`src/rtl/uart_alu_intf_pkg.sv`:
```
// -----------------------------------------------------------------------------
// uart_alu_intf_pkg
//   Definitions shared by the UART command endpoint, the ALU it drives and the
//   benches that exercise both:
//     - state_e     : command FSM state encoding
//     - ALU_*       : 6-bit ALU opcode constants
//     - DEF_*       : default widths/limits for the endpoint
//     - in_command(): true while a partially received command is in flight
// -----------------------------------------------------------------------------
`timescale 1ns/1ps

package uart_alu_intf_pkg;

  localparam int DEF_DATA_WIDTH     = 8;
  localparam int DEF_OP_WIDTH       = 6;
  localparam int DEF_TIMEOUT_CYCLES = 1_000_000;

  typedef enum logic [2:0] {
    GET_A   = 3'd0,
    GET_B   = 3'd1,
    GET_OP  = 3'd2,
    LATCH   = 3'd3,
    SEND    = 3'd4,
    WAIT_TX = 3'd5
  } state_e;

  localparam logic [5:0] ALU_ADD = 6'b100000;
  localparam logic [5:0] ALU_SUB = 6'b100010;
  localparam logic [5:0] ALU_AND = 6'b100100;
  localparam logic [5:0] ALU_OR  = 6'b100101;
  localparam logic [5:0] ALU_XOR = 6'b100110;
  localparam logic [5:0] ALU_SRA = 6'b000011;
  localparam logic [5:0] ALU_SRL = 6'b000010;
  localparam logic [5:0] ALU_NOR = 6'b100111;

  // States in which the inter-byte timeout is armed.
  function automatic logic in_command(input state_e s);
    return (s == GET_B) || (s == GET_OP);
  endfunction

endpackage

```
`src/rtl/uart_alu_intf.sv`:
```
// -----------------------------------------------------------------------------
// uart_alu_intf
//   Byte-level command endpoint behind a uart_rx/uart_tx pair. Three received
//   bytes form one command (operand A, operand B, opcode); they are held on the
//   ALU operand ports, the ALU result is captured and sent back through the
//   transmitter. A partial command is aborted if the next byte does not arrive
//   within TIMEOUT_CYCLES clocks.
//
// Ports
//   clk           in   system clock, rising edge
//   reset         in   synchronous, active-high
//   i_rx_done     in   1-cycle pulse: i_rx_data valid
//   i_rx_data     in   received byte
//   i_tx_done     in   1-cycle pulse: transmitter finished its frame
//   i_alu_result  in   combinational ALU result for o_alu_a/b/op
//   o_alu_a       out  operand A register
//   o_alu_b       out  operand B register
//   o_alu_op      out  opcode register (low OP_WIDTH bits of third byte)
//   o_tx_start    out  1-cycle start pulse to the transmitter
//   o_tx_data     out  byte to transmit, stable from start until i_tx_done
//   o_busy        out  high in every state except GET_A
//   o_drop        out  1-cycle pulse: a received byte was discarded
//   o_timeout     out  1-cycle pulse: a partial command was aborted
// -----------------------------------------------------------------------------
`timescale 1ns/1ps

module uart_alu_intf
  import uart_alu_intf_pkg::*;
#(
  parameter int DATA_WIDTH     = DEF_DATA_WIDTH,
  parameter int OP_WIDTH       = DEF_OP_WIDTH,
  parameter int TIMEOUT_CYCLES = DEF_TIMEOUT_CYCLES
) (
  input  logic                  clk,
  input  logic                  reset,
  input  logic                  i_rx_done,
  input  logic [DATA_WIDTH-1:0] i_rx_data,
  input  logic                  i_tx_done,
  input  logic [DATA_WIDTH-1:0] i_alu_result,
  output logic [DATA_WIDTH-1:0] o_alu_a,
  output logic [DATA_WIDTH-1:0] o_alu_b,
  output logic [OP_WIDTH-1:0]   o_alu_op,
  output logic                  o_tx_start,
  output logic [DATA_WIDTH-1:0] o_tx_data,
  output logic                  o_busy,
  output logic                  o_drop,
  output logic                  o_timeout
);

  // A limit of 1 would give a zero-width counter; keep at least one bit.
  localparam int CNT_W = (TIMEOUT_CYCLES > 1) ? $clog2(TIMEOUT_CYCLES) : 1;
  localparam logic [CNT_W-1:0] CNT_LAST = CNT_W'(TIMEOUT_CYCLES - 1);

  state_e                state_q, state_d;
  logic [DATA_WIDTH-1:0] a_q, a_d;
  logic [DATA_WIDTH-1:0] b_q, b_d;
  logic [OP_WIDTH-1:0]   op_q, op_d;
  logic [DATA_WIDTH-1:0] tx_data_q, tx_data_d;
  logic                  tx_start_q, tx_start_d;
  logic                  drop_q, drop_d;
  logic                  timeout_q, timeout_d;
  logic [CNT_W-1:0]      cnt_q, cnt_d;
  logic                  expired;

  // The counter never passes CNT_LAST: on that value the FSM either accepts
  // a byte (clear) or aborts to GET_A (clear), so it cannot wrap.
  assign expired = (cnt_q == CNT_LAST);

  always_ff @(posedge clk) begin
    if (reset) begin
      state_q    <= GET_A;
      a_q        <= '0;
      b_q        <= '0;
      op_q       <= '0;
      tx_data_q  <= '0;
      tx_start_q <= 1'b0;
      drop_q     <= 1'b0;
      timeout_q  <= 1'b0;
      cnt_q      <= '0;
    end else begin
      state_q    <= state_d;
      a_q        <= a_d;
      b_q        <= b_d;
      op_q       <= op_d;
      tx_data_q  <= tx_data_d;
      tx_start_q <= tx_start_d;
      drop_q     <= drop_d;
      timeout_q  <= timeout_d;
      cnt_q      <= cnt_d;
    end
  end

  always_comb begin
    state_d    = state_q;
    a_d        = a_q;
    b_d        = b_q;
    op_d       = op_q;
    tx_data_d  = tx_data_q;
    tx_start_d = 1'b0;
    drop_d     = 1'b0;
    timeout_d  = 1'b0;
    cnt_d      = cnt_q;

    unique case (state_q)
      GET_A: begin
        if (i_rx_done) begin
          a_d     = i_rx_data;
          cnt_d   = '0;          // fresh window on entry to GET_B
          state_d = GET_B;
        end
      end

      GET_B: begin
        // A byte on the expiry cycle still wins over the timeout.
        if (i_rx_done) begin
          b_d     = i_rx_data;
          cnt_d   = '0;
          state_d = GET_OP;
        end else if (expired) begin
          timeout_d = 1'b1;
          cnt_d     = '0;
          state_d   = GET_A;
        end else begin
          cnt_d = cnt_q + 1'b1;
        end
      end

      GET_OP: begin
        if (i_rx_done) begin
          op_d    = i_rx_data[OP_WIDTH-1:0];
          cnt_d   = '0;
          state_d = LATCH;
        end else if (expired) begin
          timeout_d = 1'b1;
          cnt_d     = '0;
          state_d   = GET_A;
        end else begin
          cnt_d = cnt_q + 1'b1;
        end
      end

      LATCH: begin
        // Operands have been on the ALU ports for a full cycle by now.
        tx_data_d = i_alu_result;
        drop_d    = i_rx_done;
        state_d   = SEND;
      end

      SEND: begin
        // Registered, so the pulse lines up with the first WAIT_TX cycle.
        tx_start_d = 1'b1;
        drop_d     = i_rx_done;
        state_d    = WAIT_TX;
      end

      WAIT_TX: begin
        drop_d = i_rx_done;
        if (i_tx_done) begin
          state_d = GET_A;
        end
      end

      default: begin
        state_d = GET_A;
      end
    endcase
  end

  assign o_alu_a    = a_q;
  assign o_alu_b    = b_q;
  assign o_alu_op   = op_q;
  assign o_tx_data  = tx_data_q;
  assign o_tx_start = tx_start_q;
  assign o_drop     = drop_q;
  assign o_timeout  = timeout_q;
  assign o_busy     = (state_q != GET_A);

endmodule

```
`config.mk`:
```
export PLATFORM = sky130hd
export DESIGN_NAME = uart_alu_intf
export DESIGN_NICKNAME = d
export VERILOG_FILES = /design/src/rtl/uart_alu_intf_pkg.sv /design/src/rtl/uart_alu_intf.sv
export SDC_FILE = /design/constraint.sdc
export NUM_CORES = 1
export LEC_CHECK = 0
export ABC_AREA = 0
export CORE_UTILIZATION = 54
export DETAILED_ROUTE_END_ITERATION = 8
export GPL_ROUTABILITY_DRIVEN = 1
export PLACE_DENSITY = 0.95
export SLEW_MARGIN = 25
export SYNTH_ARGS = -nofsm -noshare
export SYNTH_HDL_FRONTEND = slang
export SYNTH_SLANG_ARGS = --single-unit
export TNS_END_PERCENT = 5
```
`constraint.sdc`:
```
create_clock -name clk -period 4.35 [get_ports clk]
set_clock_uncertainty 0.15 [all_clocks]
set_input_delay 0.87 -clock clk [delete_from_list [all_inputs] [get_ports clk]]
set_output_delay 0.87 -clock clk [all_outputs]
set_load 0.02 [all_outputs]
```
After elaboration in Yosys (flattened, before gate mapping) --
Cells that the tools add are included.
Storage, ports and cells: register bits after elaboration 56, input port bits 20, output and inout port bits 34, word-level logic and storage cells 44
Cells by class: $add $sub $neg 1, equal/unequal tests 8, muxes and demuxes 12, bitwise operators 2, reductions and logical operators 12
Operators with widths (number):
- two-way mux 20 bit | 3
- one-hot mux 20 bit (2 select lines) | 1
- adder 20 x 1 -> 20 bit (second input constant) | 1
- == test 20 bit (second input constant) | 1
- one-hot mux 3 bit (6 select lines) | 1
- two-way mux 3 bit | 5
- AND reduction 2 bit | 5
- == test 3 x 2 -> 1 bit (second input constant) | 2
- == test 3 bit (second input constant) | 2
- OR reduction 3 bit | 2
- inequality test 2 bit (second input constant) | 2
- OR reduction 2 bit | 2
- == test 3 x 1 -> 1 bit (second input constant) | 1
- zero test 3 bit | 1
- nonzero test 3 bit | 1
- two-way mux 1 bit | 2
- inverter 1 bit | 2
- nonzero test 2 bit | 1

Logic depth before layout (Yosys ltp) --
Gate-level depths: netlist of the first run.
depth in word-level cells 4, mapped depth 8, gate-level depth less buffers 6

Least setup slack after synthesis of the first run --
OpenSTA, ideal clock, no wires.
kind input to register, from input i_rx_done, to register cnt_q[11], arrival 2.076 ns, data required time 4.125 ns, setup slack 2.049 ns, stages 7, path through buf_2 nor2_1 and2_1 buf_4 o31ai_2 or4_1 a31oi_1
On the way: word-level cells in the longest chain between the ends 2, elaborated cells between the ends (all ways) 4, those cells by class eq/ne: 1; mux: 2; reduce/logical: 1
RTL lines:
- start: declaration | RTL line uart_alu_intf.sv:36 | input logic i_rx_done,
- two-way mux 20 bit / inequality test 2 bit (equally long branches)
- one-hot mux 20 bit (2 select lines) / AND reduction 2 bit (equally long branches)
- end signal: assignment | RTL line uart_alu_intf.sv:89 | cnt_q <= cnt_d;
- end: declaration | RTL line uart_alu_intf.sv:62 | logic [CNT_W-1:0] cnt_q, cnt_d;
Parallel ways exist; a longest one is shown, timed or not. A chain may end at the register's enable or synchronous reset.

Worst setup path in the final report of the first run --
from input i_rx_done, to register cnt_q[5]
Same word-level chain as after synthesis.

==> impl_metrics.yaml, run 1 <==
job:
  cap_violations: 0
yosys:
  syn_nets: 311
  synthFlopType: "dfxtp_1"
  synthTopCellsByArea: "dfxtp_1 (46%), nand2_1 (8.1%), mux2i_1 (6.1%)"
  ys_ff_latch: 56
  synth.area.mux_share_pct: 6.141
  synthAdderAreaFrac_pct: 0.5118
  synth_area_um2: 2445
  synth_edf_count: 0
  yosysWarnings: 0
  synthCells: 290
  synthTopCellsByCount: "dfxtp_1 (56), nand2_1 (53), nor2_1 (25)"
  synth_xor_xnor_area_share_pct: 0.7165
  yosysTopAreaCell: "dfxtp_1"
  post-synth-top-count-cell: "dfxtp_1"
  synthDistinctLibCells: 39
  synth-simple-area-share_pct: 27.38
  synth_top_family_by_area: "simple AND/OR/NAND/NOR gates"
  synth_async_sr_flop_share_pct: 0
  avgSynthCellArea_um2: 8.430
  synth_top_area_share_pct: 45.85
  synth-compound-area-share_pct: 15.25
  synth-seq-area-share_pct: 45.85
cells_and_area:
  instances_no_fill: 385
  area_delta_synth_final_pct: 24.56
  fillers: 309
  layout.nets: 353
  postLayoutCoreUtil_pct: 69.94
  drive_gt1_share_pct: 4.505
  num_antenna_cells: 0
  fin_area_um2: 3045
power:
  power_density_nw_per_um2: 322.7
  power.total_mw: 0.9826
  p_leak_nw: 1.057
  max-vdd-ir-drop_mv: 0.2151
timing:
  setup_slack_ns: 1.352
  rsz0062_at_grt: "no"
  whs_ns: 0.3077
  worstMarginPinSlew_ns: 0.9747
  max_slew_margin_pct: 34.63
  tns_ns: 0
  setup_viol: 0
  layout_min_cycle_time_ns: 2.998
  fin_crit_sh_pct: 68.91
  clock.fmax_ghz: 0.3336
  hold_violations: 0
  slew_violations: 0
placement:
  io_buffers: 53
  dp_cells: 377
  placedInstanceArea_um2: 2949
  place_hpwl_mm: 4.007
  gp_congestion: 0.8256
  place_ws_ns: 1.078
global_routing:
  grt_pass1_vias: 2080
  grt-ovfl-total: 0
  grt_start_max_net_pins: 57
  antenna_found_initial: 0
  grt_pass1_wl_mm: 9.660
  grtUsageTotal_pct: 24.87
routing:
  first_pass_iters: 4
  antenna_left: 0
  wl_per_cell_um: 15.29
  routed_via_density: 6.010
  drc: 0
  vias: 2314
  drt-total-wl_mm: 5.886
  first_iter_violations: 307
clocking:
  postCtsSetupBuffers: 0
  cts_hold_buffers: 0
  insertion_delay_ns: 0.32
  cts.reportedPaths.clkPinSlew_ns: 0.11
  numCtsBuffers: 5
  cts_tree: "done"
  cts_resized: 0
  clock_sinks: 56
  clockBufferDepth: 2
  cts-root-buf: "clkbuf_8"
  h-tree-depth: 2
floorplanning:
  dieArea_um2: 4800
  num_io_pins: 54
  core_um2: 4354
  start_util_pct: 56.15
  rows: 24
  die_x_um: 69.29
  chipHeight_um: 69.29
worst_setup_path:
  path_max_fanout: 21
  worst_setup_path_end_kind: "register"
  start_kind: "input port"
  worstSetupPathType: "input port to register"
  arrival_ns: 3.08
  required_ns: 4.43
outcome:
  run_status: "complete, no violations"
min_path:
  hold_path.class: "register to register"
## cells by family after synthesis
family,after synthesis
AOI/OAI and AO/OA,58
DFF,56
muxes,15
buffers and inverters,22
adders and majority gates,1
and+or+nand+nor,136
xor gates and xnor gates,2
## layer usage
layer / track usage [%] / wire length [um] / up-vias
met5: 0 / 0 / -
met4: 10.43 / 140 / 0
met3: 5.814 / 366 / 16
met2: 38.83 / 2840 / 100
met1: 32.99 / 2538 / 1077
li1: - / - / 1121
## power by group
part	switching, mW	internal [mW]
clock network	0.186	0.119
logic	0.0823	0.0572
registers	0.0122	0.527
total	0.280	0.703
## layout make-up
| cell class | count | area [um^2] | share of cell area (%) |
|---|---|---|---|
| multi-input cells | 212 | 1222 | 40.14 |
| flip-flops and latches | 56 | 1121 | 36.81 |
| repair buffers | 53 | 525.5 | 17.26 |
| clock buffers | 5 | 68.82 | 2.260 |
| well taps | 52 | 65.06 | 2.136 |
| clock inverters | 3 | 27.53 | 0.9039 |
| inverters | 4 | 15.01 | 0.4930 |
## critical path, stage by stage
cell and delay [ns]:
clkdlybuf4s50_1 0.57, nor2_1 0.18, and2_1 0.28, o31a_1 0.67, o21ai_0 0.22, a311oi_1 0.28
## cells in the final DEF, fill, tap and decap left out, types with 3 or more instances in the layout
| cell | instances |
|---|---|
| dfxtp_1 | 56 |
| nand2_1 | 53 |
| clkdlybuf4s50_1 | 52 |
| nor2_1 | 25 |
| a21oi_1 | 23 |
| nand3_1 | 20 |
| mux2i_1 | 15 |
| a31oi_1 | 13 |
| or3_1 | 9 |
| nor3_1 | 6 |
| a311oi_1 | 5 |
| clkbuf_8 | 5 |
| inv_1 | 4 |
| nand4_1 | 4 |
| o21ai_0 | 4 |
| and2_1 | 3 |
| a211oi_1 | 3 |
## registers in the layout, summed over array words and instances, names as in the netlist
name        flops
o_tx_data       8
cnt_q          20
o_drop          1
o_alu_b         8
o_timeout       1
o_tx_start      1
o_alu_a         8
state_q         3
o_alu_op        6
## path summary, 6_finish.rpt
| kind | from | endpoint | slack (ns) | cells past startpoint |
|---|---|---|---|---|
| worst max-delay path | i_rx_done | cnt_q[5]$_SDFFE_PP0P_ | 1.35 | 6 |
| worst min-delay path | o_alu_b[3]$_SDFFE_PP0P_ | o_alu_b[3]$_SDFFE_PP0P_ | 0.31 | 2 |
| worst max register to register | state_q[1]$_SDFFE_PP0P_ | cnt_q[5]$_SDFFE_PP0P_ | 1.86 | 5 |
| worst min register to register | o_alu_b[3]$_SDFFE_PP0P_ | o_alu_b[3]$_SDFFE_PP0P_ | 0.31 | 2 |
Power figures use the tool's default switching activity.
==> run 2: changes to the inputs <==
--- a/config.mk
+++ b/config.mk
@@ -6,10 +6,10 @@
 export NUM_CORES = 1
 export LEC_CHECK = 0
 export ABC_AREA = 0
-export CORE_UTILIZATION = 54
+export CORE_UTILIZATION = 50
 export DETAILED_ROUTE_END_ITERATION = 8
 export GPL_ROUTABILITY_DRIVEN = 1
-export PLACE_DENSITY = 0.95
+export PLACE_DENSITY = 0.9
 export SLEW_MARGIN = 25
 export SYNTH_ARGS = -nofsm -noshare
 export SYNTH_HDL_FRONTEND = slang
==> constraint.sdc (replaced) <==
create_clock -name clk -period 2.85 [get_ports clk]
set_clock_uncertainty 0.15 [all_clocks]
set_input_delay 0.57 -clock clk [delete_from_list [all_inputs] [get_ports clk]]
set_output_delay 0.57 -clock clk [all_outputs]
set_load 0.02 [all_outputs]
==> run 2 against run 1 <==
Net effect: highest routed layer unchanged; largest cell class unchanged; global-route usage fell by 1.5 points; first-iteration DRC count fell by 47%; clock-buffer cell count did not move; sequential share of layout area fell by 0.93 points; routed wire length rose by 0.75%; register-to-register slack got worse by 1.2 ns; cell count rose by 6.0%; die area rose by 7.8%.
==> impl_metrics.yaml, run 2 (synthesis gave the netlist of run 1 again) <==
outcome:
  run_status: "complete, no violations"
worst_setup_path:
  r2r_slack_ns: 0.68
  reg2reg_from: "cnt_q[0]$_SDFFE_PP0P_"
  required_ns: 2.13
  path_max_fanout: 12
  start_kind: "register"
  worstSetupPathType: "register to primary output"
  r2r_end: "cnt_q[11]$_SDFFE_PP0P_"
  r2r_cells: 5
  arrival_ns: 1.75
  worst_setup_path_end_kind: "primary output"
cells_and_area:
  largest_reg_flops: 20
  final_common_cell: "dfxtp_1"
  drive_gt1_share_pct: 6.745
  instances_no_fill: 408
  layout.nets: 361
  num_antenna_cells: 0
  layout_common_cells: "dfxtp_1 (56), nand2_1 (53), clkdlybuf4s50_1 (52)"
  area_delta_synth_final_pct: 27.79
  regArea_um2: 1121
  fillers: 391
  multiInputGateArea_um2: 1222
  largest-register: "cnt_q"
placement:
  io_buffers: 53
  gp_congestion: 0.8804
  place_ws_ns: 0.2865
  place_hpwl_mm: 4.219
  dp_cells: 400
min_path:
  min-delay-start: "o_alu_a[4]$_SDFFE_PP0P_"
  holdPathEnd: "o_alu_a[4]$_SDFFE_PP0P_"
  hold_path.class: "register to register"
  min_path_cells: 2
clocking:
  cts_hold_buffers: 0
  cts_resized: 0
  clock_sinks: 56
  cts-root-buf: "clkbuf_8"
  h-tree-depth: 2
  numCtsBuffers: 5
  clockBufferDepth: 2
  insertion_delay_ns: 0.31
  postCtsSetupBuffers: 0
  cts_tree: "done"
  cts.reportedPaths.clkPinSlew_ns: 0.10
power:
  power.total_mw: 1.507
  max-vdd-ir-drop_mv: 0.4082
  p_leak_nw: 1.097
  power_density_nw_per_um2: 482.5
floorplanning:
  die_x_um: 71.93
  rows: 25
  num_io_pins: 54
  core_um2: 4723
  start_util_pct: 51.76
  chipHeight_um: 71.93
  dieArea_um2: 5173
timing:
  setup_slack_ns: 0.3771
  slew_violations: 0
  worstMarginPinSlew_ns: 0.7156
  hold_violations: 0
  fin_crit_sh_pct: 86.77
  setup_viol: 0
  clock.fmax_ghz: 0.4044
  tns_ns: 0
  layout_min_cycle_time_ns: 2.473
  max_slew_margin_pct: 52.29
  rsz0062_at_grt: "no"
routing:
  first_iter_violations: 164
  routed_via_density: 5.574
  drt-total-wl_mm: 5.930
  vias: 2274
  antenna_left: 0
  drc: 0
  first_pass_iters: 8
  wl_per_cell_um: 14.53
global_routing:
  antenna_found_initial: 0
  grt-ovfl-total: 0
  grt_pass1_wl_mm: 9.653
  grt_start_max_net_pins: 41
  grtUsageTotal_pct: 23.38
  grt_pass1_vias: 2086
job:
  cap_violations: 0
## run 2: cell types whose count changed in the layout (fill, tap and decap cells not counted)
| cell | before | now |
|---|---|---|
| buf_4 | 0 | 8 |
## run 2: layer usage
| layer | track usage [%] | vias up | part of all wire, % |
|---|---|---|---|
| met5 | 0 | - | 0 |
| met4 | 7.625 | 0 | 1.5 |
| met3 | 3.611 | 11 | 3.4 |
| met2 | 38.36 | 62 | 48 |
| met1 | 31.69 | 1069 | 47 |
| li1 | - | 1132 | - |
## run 2: worst max path at each step
stage / start / end / slack [ns]
6_report: state_q[0]$_SDFFE_PP0P_ / o_busy / 0.38
5_1_grt: state_q[0]$_SDFFE_PP0P_ / o_busy / 0.28
4_1_cts: state_q[0]$_SDFFE_PP0P_ / o_busy / 0.39
3_5_place_dp: i_rx_done / cnt_q[11]$_SDFFE_PP0P_ / 0.29
3_3_place_gp: i_rx_done / cnt_q[11]$_SDFFE_PP0P_ / 0.34
2_1_floorplan: i_rx_done / cnt_q[11]$_SDFFE_PP0P_ / 0.85
## run 2: area by class of cell
class	count	share of cell area, %
clock buffer	5	2.203
clock inverter	3	0.8811
inverter	4	0.4806
multi-input combinational	212	39.13
sequential	56	35.88
tap	67	2.683
timing repair buffer	61	18.74
## run 2: report_power, final
group	total [mW]	switching, mW	internal [mW]	leakage [nW]
Clock	0.457	0.276	0.181	0.0463
Sequential	0.822	0.0179	0.804	0.453
Combinational	0.229	0.130	0.0991	0.597
## run 2: worst max-delay path, stage by stage, from the launching register on
cell             delay, ns
dfxtp_1               0.57
inv_1                 0.17
nand2_1               0.10
clkdlybuf4s50_1       0.61
## run 2: stage by stage
stage	util, %	instance area [um^2]	hold slack (ns)
global route	66.15	3124	0.3333
floorplan	-	2445	0.2872
global placement	64.11	3028	0.2918
CTS	66.15	3124	0.3117
detailed placement	64.11	3028	0.2961
finish	66.15	3124	0.3089
